## config.mk

```make
export PLATFORM = sky130hd
export DESIGN_NAME = tmr_lane_driver
export DESIGN_NICKNAME = d
export VERILOG_FILES = /design/src/rtl/tmr_lane_driver.sv
export SDC_FILE = /design/constraint.sdc
export NUM_CORES = 1
export LEC_CHECK = 0
export CORE_MARGIN = 1.5
export CORE_UTILIZATION = 47
export DETAILED_ROUTE_END_ITERATION = 12
export PLACE_DENSITY_LB_ADDON = 0.25
export REMOVE_ABC_BUFFERS = 1
export SYNTH_ARGS = -nofsm -noshare
export SYNTH_HDL_FRONTEND = slang
export SYNTH_SLANG_ARGS = --single-unit
```

## constraint.sdc

```tcl
create_clock -name clk -period 3.8 [get_ports clk]
set_clock_uncertainty 0.05 [all_clocks]
set_input_delay 0.57 -clock clk [delete_from_list [all_inputs] [get_ports clk]]
set_output_delay 0.57 -clock clk [all_outputs]
set_load 0.02 [all_outputs]
```

## src/rtl/tmr_lane_driver.sv

```systemverilog
// tmr_lane_driver: replicates handshaked words onto three TMR lanes and periodically runs an 8-vector checker self-test
module tmr_lane_driver #(
   parameter int WIDTH = 8,
   parameter int TEST_PERIOD = 256
) (
   input  logic             clk,
   input  logic             reset,
   input  logic             in_valid,
   output logic             in_ready,
   input  logic [WIDTH-1:0] in_data,
   output logic             out_valid,
   input  logic             out_ready,
   output logic [WIDTH-1:0] c0,
   output logic [WIDTH-1:0] c1,
   output logic [WIDTH-1:0] c2,
   input  logic [WIDTH-1:0] cout_in,
   input  logic             force_test,
   output logic             test_active,
   output logic             test_done,
   output logic             selftest_fail,
   output logic [2:0]       fail_vec
);
   localparam int CW = TEST_PERIOD > 1 ? $clog2(TEST_PERIOD) : 1;
   typedef enum logic [1:0] {IDLE, DRAIN, TEST} state_t;
   state_t state, state_n;
   logic [CW-1:0] cnt;
   logic [2:0] k;
   logic pending, accept, wrap, last;
   logic [WIDTH-1:0] data_q, exp_cout;
   assign in_ready = !reset && state == IDLE && !pending && (!out_valid || out_ready);
   assign accept = in_valid && in_ready;
   assign wrap = cnt == CW'(TEST_PERIOD - 1);
   assign last = state == TEST && k == 3'd7;
   assign test_active = state == TEST;
   assign exp_cout = (k == 3'd1 || k == 3'd2 || k == 3'd4) ? '0 : '1;
   assign c0 = test_active ? {WIDTH{k[0]}} : data_q;
   assign c1 = test_active ? {WIDTH{k[1]}} : data_q;
   assign c2 = test_active ? {WIDTH{k[2]}} : data_q;
   always_comb begin
      state_n = state;
      state_n = state == IDLE  ? (pending ? DRAIN : IDLE) :
                state == DRAIN ? (out_valid ? DRAIN : TEST) :
                                 (k == 3'd7 ? IDLE : TEST);
   end
   always_ff @(posedge clk) begin
      if (reset) begin
         state <= IDLE;
         cnt <= '0;
         k <= '0;
         pending <= 1'b0;
         data_q <= '0;
         out_valid <= 1'b0;
         test_done <= 1'b0;
         selftest_fail <= 1'b0;
         fail_vec <= '0;
      end else begin
         state <= state_n;
         k <= state == TEST ? k + 3'd1 : 3'd0;
         test_done <= last;
         if (accept) begin
            data_q <= in_data;
            out_valid <= 1'b1;
            cnt <= wrap ? '0 : cnt + CW'(1);
         end else if (out_ready) begin
            out_valid <= 1'b0;
         end
         if (last) data_q <= '0;
         if (last) pending <= 1'b0;
         else if ((accept && wrap) || (force_test && state != TEST)) pending <= 1'b1;
         if (state == TEST && cout_in != exp_cout) begin
            selftest_fail <= 1'b1;
            if (!selftest_fail) fail_vec <= k;
         end
      end
   end
endmodule

```

==> out/metrics.csv, run 1 <==
metric,value,unit
status,finished clean,
Sinks on Clock Net,28,
crit path capture,c1[4],
Finished Cell Area,2000,sq um
crit path DAT,2.36,ns
post-CTS resize count,0,
Layout area overhead,37.3,%
WHS,0.424,ns
first-pass GRT wire length,5600,microns
crit path kind,flip-flop to primary output,
startpoint types,flip-flop,
antenna fix cells,0,
fin. max-slew vios,0,
Pwr Density,281,nW/um^2
GR Util All Layers,0.210,
TritonCTS Buffers,3,
Max-cap violations,0,
Crit. End Element,primary output,
DR pass1 iterations,4,
total power,0.562,mW
"Core Util, Final",0.667,
Final Cycle Share,0.785,
final worst slack,0.819,ns
Nets,256,
Initial DRC Count,23,
Syn Area/Cell,8.10,sq um
WP data required,3.18,ns
clock-pin slew on the worst setup and hold paths,0.14,ns
Routed WL,3520,microns
largest net degree at the start of global routing,23,
Max VDD drop,0.199,mV
Wirelength per Cell,13.5,microns
RR Startpoint,k[0],
die area,3440,sq um
R2R depth,6,
share of cells above drive strength 1,0.0661,
"reg-to-reg slack, setup",1.74,ns
YS warnings,0,
class of the worst hold path,flip-flop to flip-flop,
CP startpoint,state[1],
Post-Syn Area,1460,sq um
Via density,5.41,
fin crit period,2.98,ns
Post-CTS Setup Bufs,0,
number of global-route vias before repair,1325,
Synth Instances,180,
FF-to-FF End,fail_vec[1],
DRC viols,0,
CORE AREA,3000,sq um
post-DP HPWL,2770,microns
initial antenna violation count,0,
I/O pins,53,
final hold vios,0,
setup TNS,0,ns
DP Worst Slack,1.01,ns
placed instance area,1980,sq um
placed insts,257,
unrepaired setup endpoints after global routing,no,
global route overflow,0,
"Hold-fix buffers, CTS",0,
CTS tree,built,
Port Buffers,52,
Final setup viols,0,
register area share after synthesis,0.385,
gpl congestion,0.836,
Peak Freq,335,MHz
Slew headroom,0.595,
Site Rows,20,
Initial Util,0.485,
total number of vias,1407,
most frequent cells in the layout,"54 x nand2_1, 52 x clkdlybuf4s50_1, 28 x dfxtp_1",
Die X-Extent,58.7,microns
number of H-tree levels,1,
Leak,0.875,nW
"FF+latch count, synth",28,
Clock Tree Root,clkbuf_4,
"commonest non-fill, non-tap cell in the layout",nand2_1,
clk_lat worst skew,0.33,ns
Layout Cells excl Fill,260,
worst slew pin tran,0.608,ns
CTS Buffer Depth,2,
Die Y,58.7,microns
"Max FO, Critical Path",13,
Final ANT Viol Nets,0,
Yosys cell types,36,
power by group:
part	internal, mW	leakage [nW]	switching (mW)
clock network	0.0373	0.0138	0.0852
registers	0.303	0.227	0.00972
logic	0.0636	0.635	0.0624
worst min-delay path by stage:
stage | from | end | slack [ns] | depth (start not counted)
final | data_q[7] | data_q[7] | 0.42 | 2
after CTS | data_q[4] | data_q[4] | 0.42 | 2
after global routing | data_q[4] | data_q[4] | 0.44 | 2
after detailed placement | data_q[4] | data_q[4] | 0.40 | 2
after floorplan | data_q[0] | data_q[0] | 0.39 | 2
after global placement | data_q[3] | data_q[3] | 0.40 | 2
state kept, by name (all words and copies together) (netlist names):
register and cells:
test_done 1, k 3, out_valid 1, fail_vec 3
data_q 8, selftest_fail 1, pending 1, cnt 8
state 2
layout make-up:
cell class              instances  area, sq um
clock buffers                   3         22.5
fillers                       274         1000
inverters                       3         11.3
multi-input cells             140          838
flip-flops and latches         28          561
well taps                      33         41.3
repair buffers                 53          528
synth_stat cells:
cell      instances  area, sq um
a31oi_1           1         6.26
buf_4             1         7.51
and3_1            4         25.0
nand2b_1          8         50.1
and2_1            5         31.3
nand3_1           3         15.0
o21ba_2           1         10.0
buf_2             2         10.0
xnor2_1           1         8.76
nand4_2           1         12.5
nor4_1            2         12.5
mux2_4            2         30.0
nand4_1           4         25.0
a21o_1            1         7.51
a211oi_2          1         12.5
inv_1             3         11.3
dfxtp_1          28          561
o21ai_0           1         5.00
or2_2             1         6.26
and4_1            1         8.76
a31o_2            1         8.76
xor2_1            2         17.5
ha_1              6         75.1
a21oi_1          13         65.1
nand2_1          54          203
nor2_1            8         30.0
nor3_1            5         25.0
nor2b_1           4         25.0
a41oi_1           1         8.76
mux2i_1           4         40.0
clkbuf_1          5         18.8
nor4_4            2         42.5
buf_6             1         11.3
and4_4            1         11.3
a311oi_1          1         8.76
or3_4             1         11.3
worst max-delay path, cell delays in order, from the launching register on:
cell             delay [ns]
dfxtp_1                0.46
nor2b_1                0.40
inv_1                  0.33
nand2_1                0.21
nand2_1                0.08
clkdlybuf4s50_1        0.54
cells by family (layout without fill, tap and decap cells):
family	Yosys count	count (layout)	synth area share
AOI/OAI and AO/OA	21	21	0.0910
xor gates and xnor gates	3	3	0.0180
adders and majority gates	6	6	0.0515
buffers and inverters	12	59	0.0403
DFF	28	28	0.385
muxes	6	6	0.0481
and+or+nand+nor	104	104	0.367
metal layers:
| layer | vias up | track usage | wire length [microns] |
|---|---|---|---|
| li1 | 701 | - | - |
| met5 | - | 0 | 0 |
| met2 | 34 | 0.392 | 1830 |
| met4 | 0 | 0.0779 | 46 |
| met1 | 666 | 0.242 | 1490 |
| met3 | 6 | 0.0286 | 155 |
(Power assumes the default switching activity.)
==> run 2, diff against run 1 <==
--- a/config.mk
+++ b/config.mk
@@ -6,7 +6,7 @@
 export NUM_CORES = 1
 export LEC_CHECK = 0
 export CORE_MARGIN = 1.5
-export CORE_UTILIZATION = 47
+export CORE_UTILIZATION = 40
 export DETAILED_ROUTE_END_ITERATION = 12
 export PLACE_DENSITY_LB_ADDON = 0.25
 export REMOVE_ABC_BUFFERS = 1
==> constraint.sdc (replaced) <==
create_clock -name clk -period 2.5 [get_ports clk]
set_clock_uncertainty 0.05 [all_clocks]
set_input_delay 0.375 -clock clk [delete_from_list [all_inputs] [get_ports clk]]
set_output_delay 0.375 -clock clk [all_outputs]
set_load 0.02 [all_outputs]
==> run 2 against run 1 <==
Compared with the run above: register-to-register slack got worse by 1.3 ns; flip-flop and latch count did not move; worst hold slack got worse by 0.0071 ns; highest routed layer unchanged.
==> out/metrics.csv, run 2 (synthesis results as in run 1) <==
metric,value,unit,change
status,finished clean,,
fin crit period,2.29,ns,
Site Rows,21,,+5.0%
Final setup viols,0,,unchanged
gpl congestion,0.819,,-2.1%
die area,4020,sq um,+17%
unrepaired setup endpoints after global routing,no,,
fin. max-slew vios,0,,unchanged
share of cells above drive strength 1,0.108,,+0.0417
Max VDD drop,0.481,mV,+140%
startpoint types,flip-flop,,
RR Startpoint,k[0],,
Largest regs,"cnt (8), data_q (8)",,
Initial DRC Count,43,,+87%
R2R depth,6,,unchanged
FF-to-FF End,fail_vec[2],,
DRC viols,0,,unchanged
CTS tree,built,,
DR pass1 iterations,4,,unchanged
"commonest non-fill, non-tap cell in the layout",nand2_1,,
TritonCTS Buffers,3,,unchanged
clk_lat worst skew,0.33,ns,about the same
class of the worst hold path,flip-flop to flip-flop,,
most frequent cells in the layout,"51 x nand2_1, 28 x clkdlybuf4s50_1, 27 x dfxtp_1",,
initial antenna violation count,0,,unchanged
Wirelength per Cell,12.9,microns,-4.7%
"Largest delay share family, worst path",buffers and inverters,,
final hold vios,0,,unchanged
number of global-route vias before repair,1228,,-7.3%
Final ANT Viol Nets,0,,unchanged
total number of vias,1351,,-4.0%
antenna fix cells,0,,unchanged
Peak Freq,437,MHz,
DP Worst Slack,0.218,ns,-0.790 ns
"Hold-fix buffers, CTS",0,,unchanged
first-pass GRT wire length,5710,microns,+1.9%
Layout area overhead,47.6,%,
Via density,4.86,,-10%
worst slew pin tran,0.330,ns,-0.278 ns
Sinks on Clock Net,28,,unchanged
min-delay src,data_q[3],,
worst hold path depth,2,,unchanged
Clock Tree Root,clkbuf_4,,
global route overflow,0,,unchanged
GR Util All Layers,0.179,,-0.0313
Crit. End Element,primary output,,
Die X-Extent,63.4,microns,+8.0%
Crit path largest cell delay,0.60,ns,+0.06 ns
number of H-tree levels,1,,unchanged
Final Cycle Share,0.915,,
setup TNS,0,ns,unchanged
Max-cap violations,0,,unchanged
Leak,1.34,nW,+53%
"Max FO, Critical Path",5,,-8
crit path cell chain,nor4_4 > and2_1 > clkdlybuf4s50_1,,
Routed WL,3580,microns,+1.8%
Pwr Density,451,nW/um^2,+61%
Die Y,63.4,microns,+8.0%
"reg-to-reg slack, setup",0.49,ns,-1.25 ns
Layout fillers,301,,+9.9%
clock-pin slew on the worst setup and hold paths,0.16,ns,+0.02 ns
Nets,260,,+1.6%
Initial Util,0.427,,-0.0587
final worst slack,0.212,ns,-0.607 ns
I/O pins,53,,unchanged
CTS Buffer Depth,2,,unchanged
post-DP HPWL,2620,microns,-5.3%
WP data required,2.08,ns,-1.10 ns
slowest cell on the critical path,clkdlybuf4s50_1,,
Slew headroom,0.778,,+0.183
crit path DAT,1.86,ns,-0.50 ns
crit path buf inv count,1,,-1
crit path kind,flip-flop to primary output,,
Port Buffers,52,,unchanged
largest net degree at the start of global routing,22,,-4.3%
CORE AREA,3420,sq um,+14%
Hold EP,data_q[3],,
-- run 2: area by class of cell --
type                    count  area (sq um)  share of cell area
inverters                   3          15.0             0.00698
flip-flops and latches     28           562               0.261
clock inverters             1          30.0              0.0140
clock buffers               3          22.5              0.0105
well taps                  46          57.6              0.0268
multi-input cells         140           846               0.393
repair buffers             57           618               0.287
-- run 2: layer usage --
metal | track usage | up-vias | wire, microns
met1 | 0.234 | 614 | 1670
li1 | - | 709 | -
met3 | 0.0286 | 4 | 128
met5 | 0 | - | 0
met4 | 0.0489 | 0 | 46
met2 | 0.304 | 24 | 1740
-- run 2: worst max path at each step --
stage | start | endpoint | slack [ns] | cells after the start
global placement | reset | in_ready | 0.21 | 4
CTS | state[1] | c0[5] | 0.03 | 5
detailed placement | reset | in_ready | 0.22 | 4
floorplan | state[1] | c0[7] | 0.51 | 4
finish | pending | in_ready | 0.21 | 3
global route | pending | in_ready | 0.11 | 3
-- run 2: metrics by stage --
stage               area [sq um]  hold WS, ns   util  cells  power, mW
floorplan                   1410        0.387      -    171      0.577
CTS                         2080        0.418  0.610    278      0.986
global placement            2030        0.395  0.593    274      0.682
finish                      2150        0.417  0.630    278      0.971
global route                2150        0.446  0.630    278       1.02
detailed placement          2030        0.397  0.593    274      0.684
-- run 2: report_power, final --
| part | switching [mW] | internal, mW |
|---|---|---|
| Combinational | 0.0977 | 0.0991 |
| Sequential | 0.0148 | 0.461 |
| Clock | 0.135 | 0.162 |
-- run 2: worst register-to-register path, cell delays in order (launching register included) --
cell	delay (ns)
dfxtp_1	0.48
inv_1	0.11
ha_1	0.20
or3_4	0.37
and4_4	0.21
nor4_4	0.32
mux2i_1	0.22
-- run 2: repair_timing --
action                     in CTS  in global routing
gates resized for setup         2                 27
setup endpoints to repair      24                 24
buffers inserted                0                  0
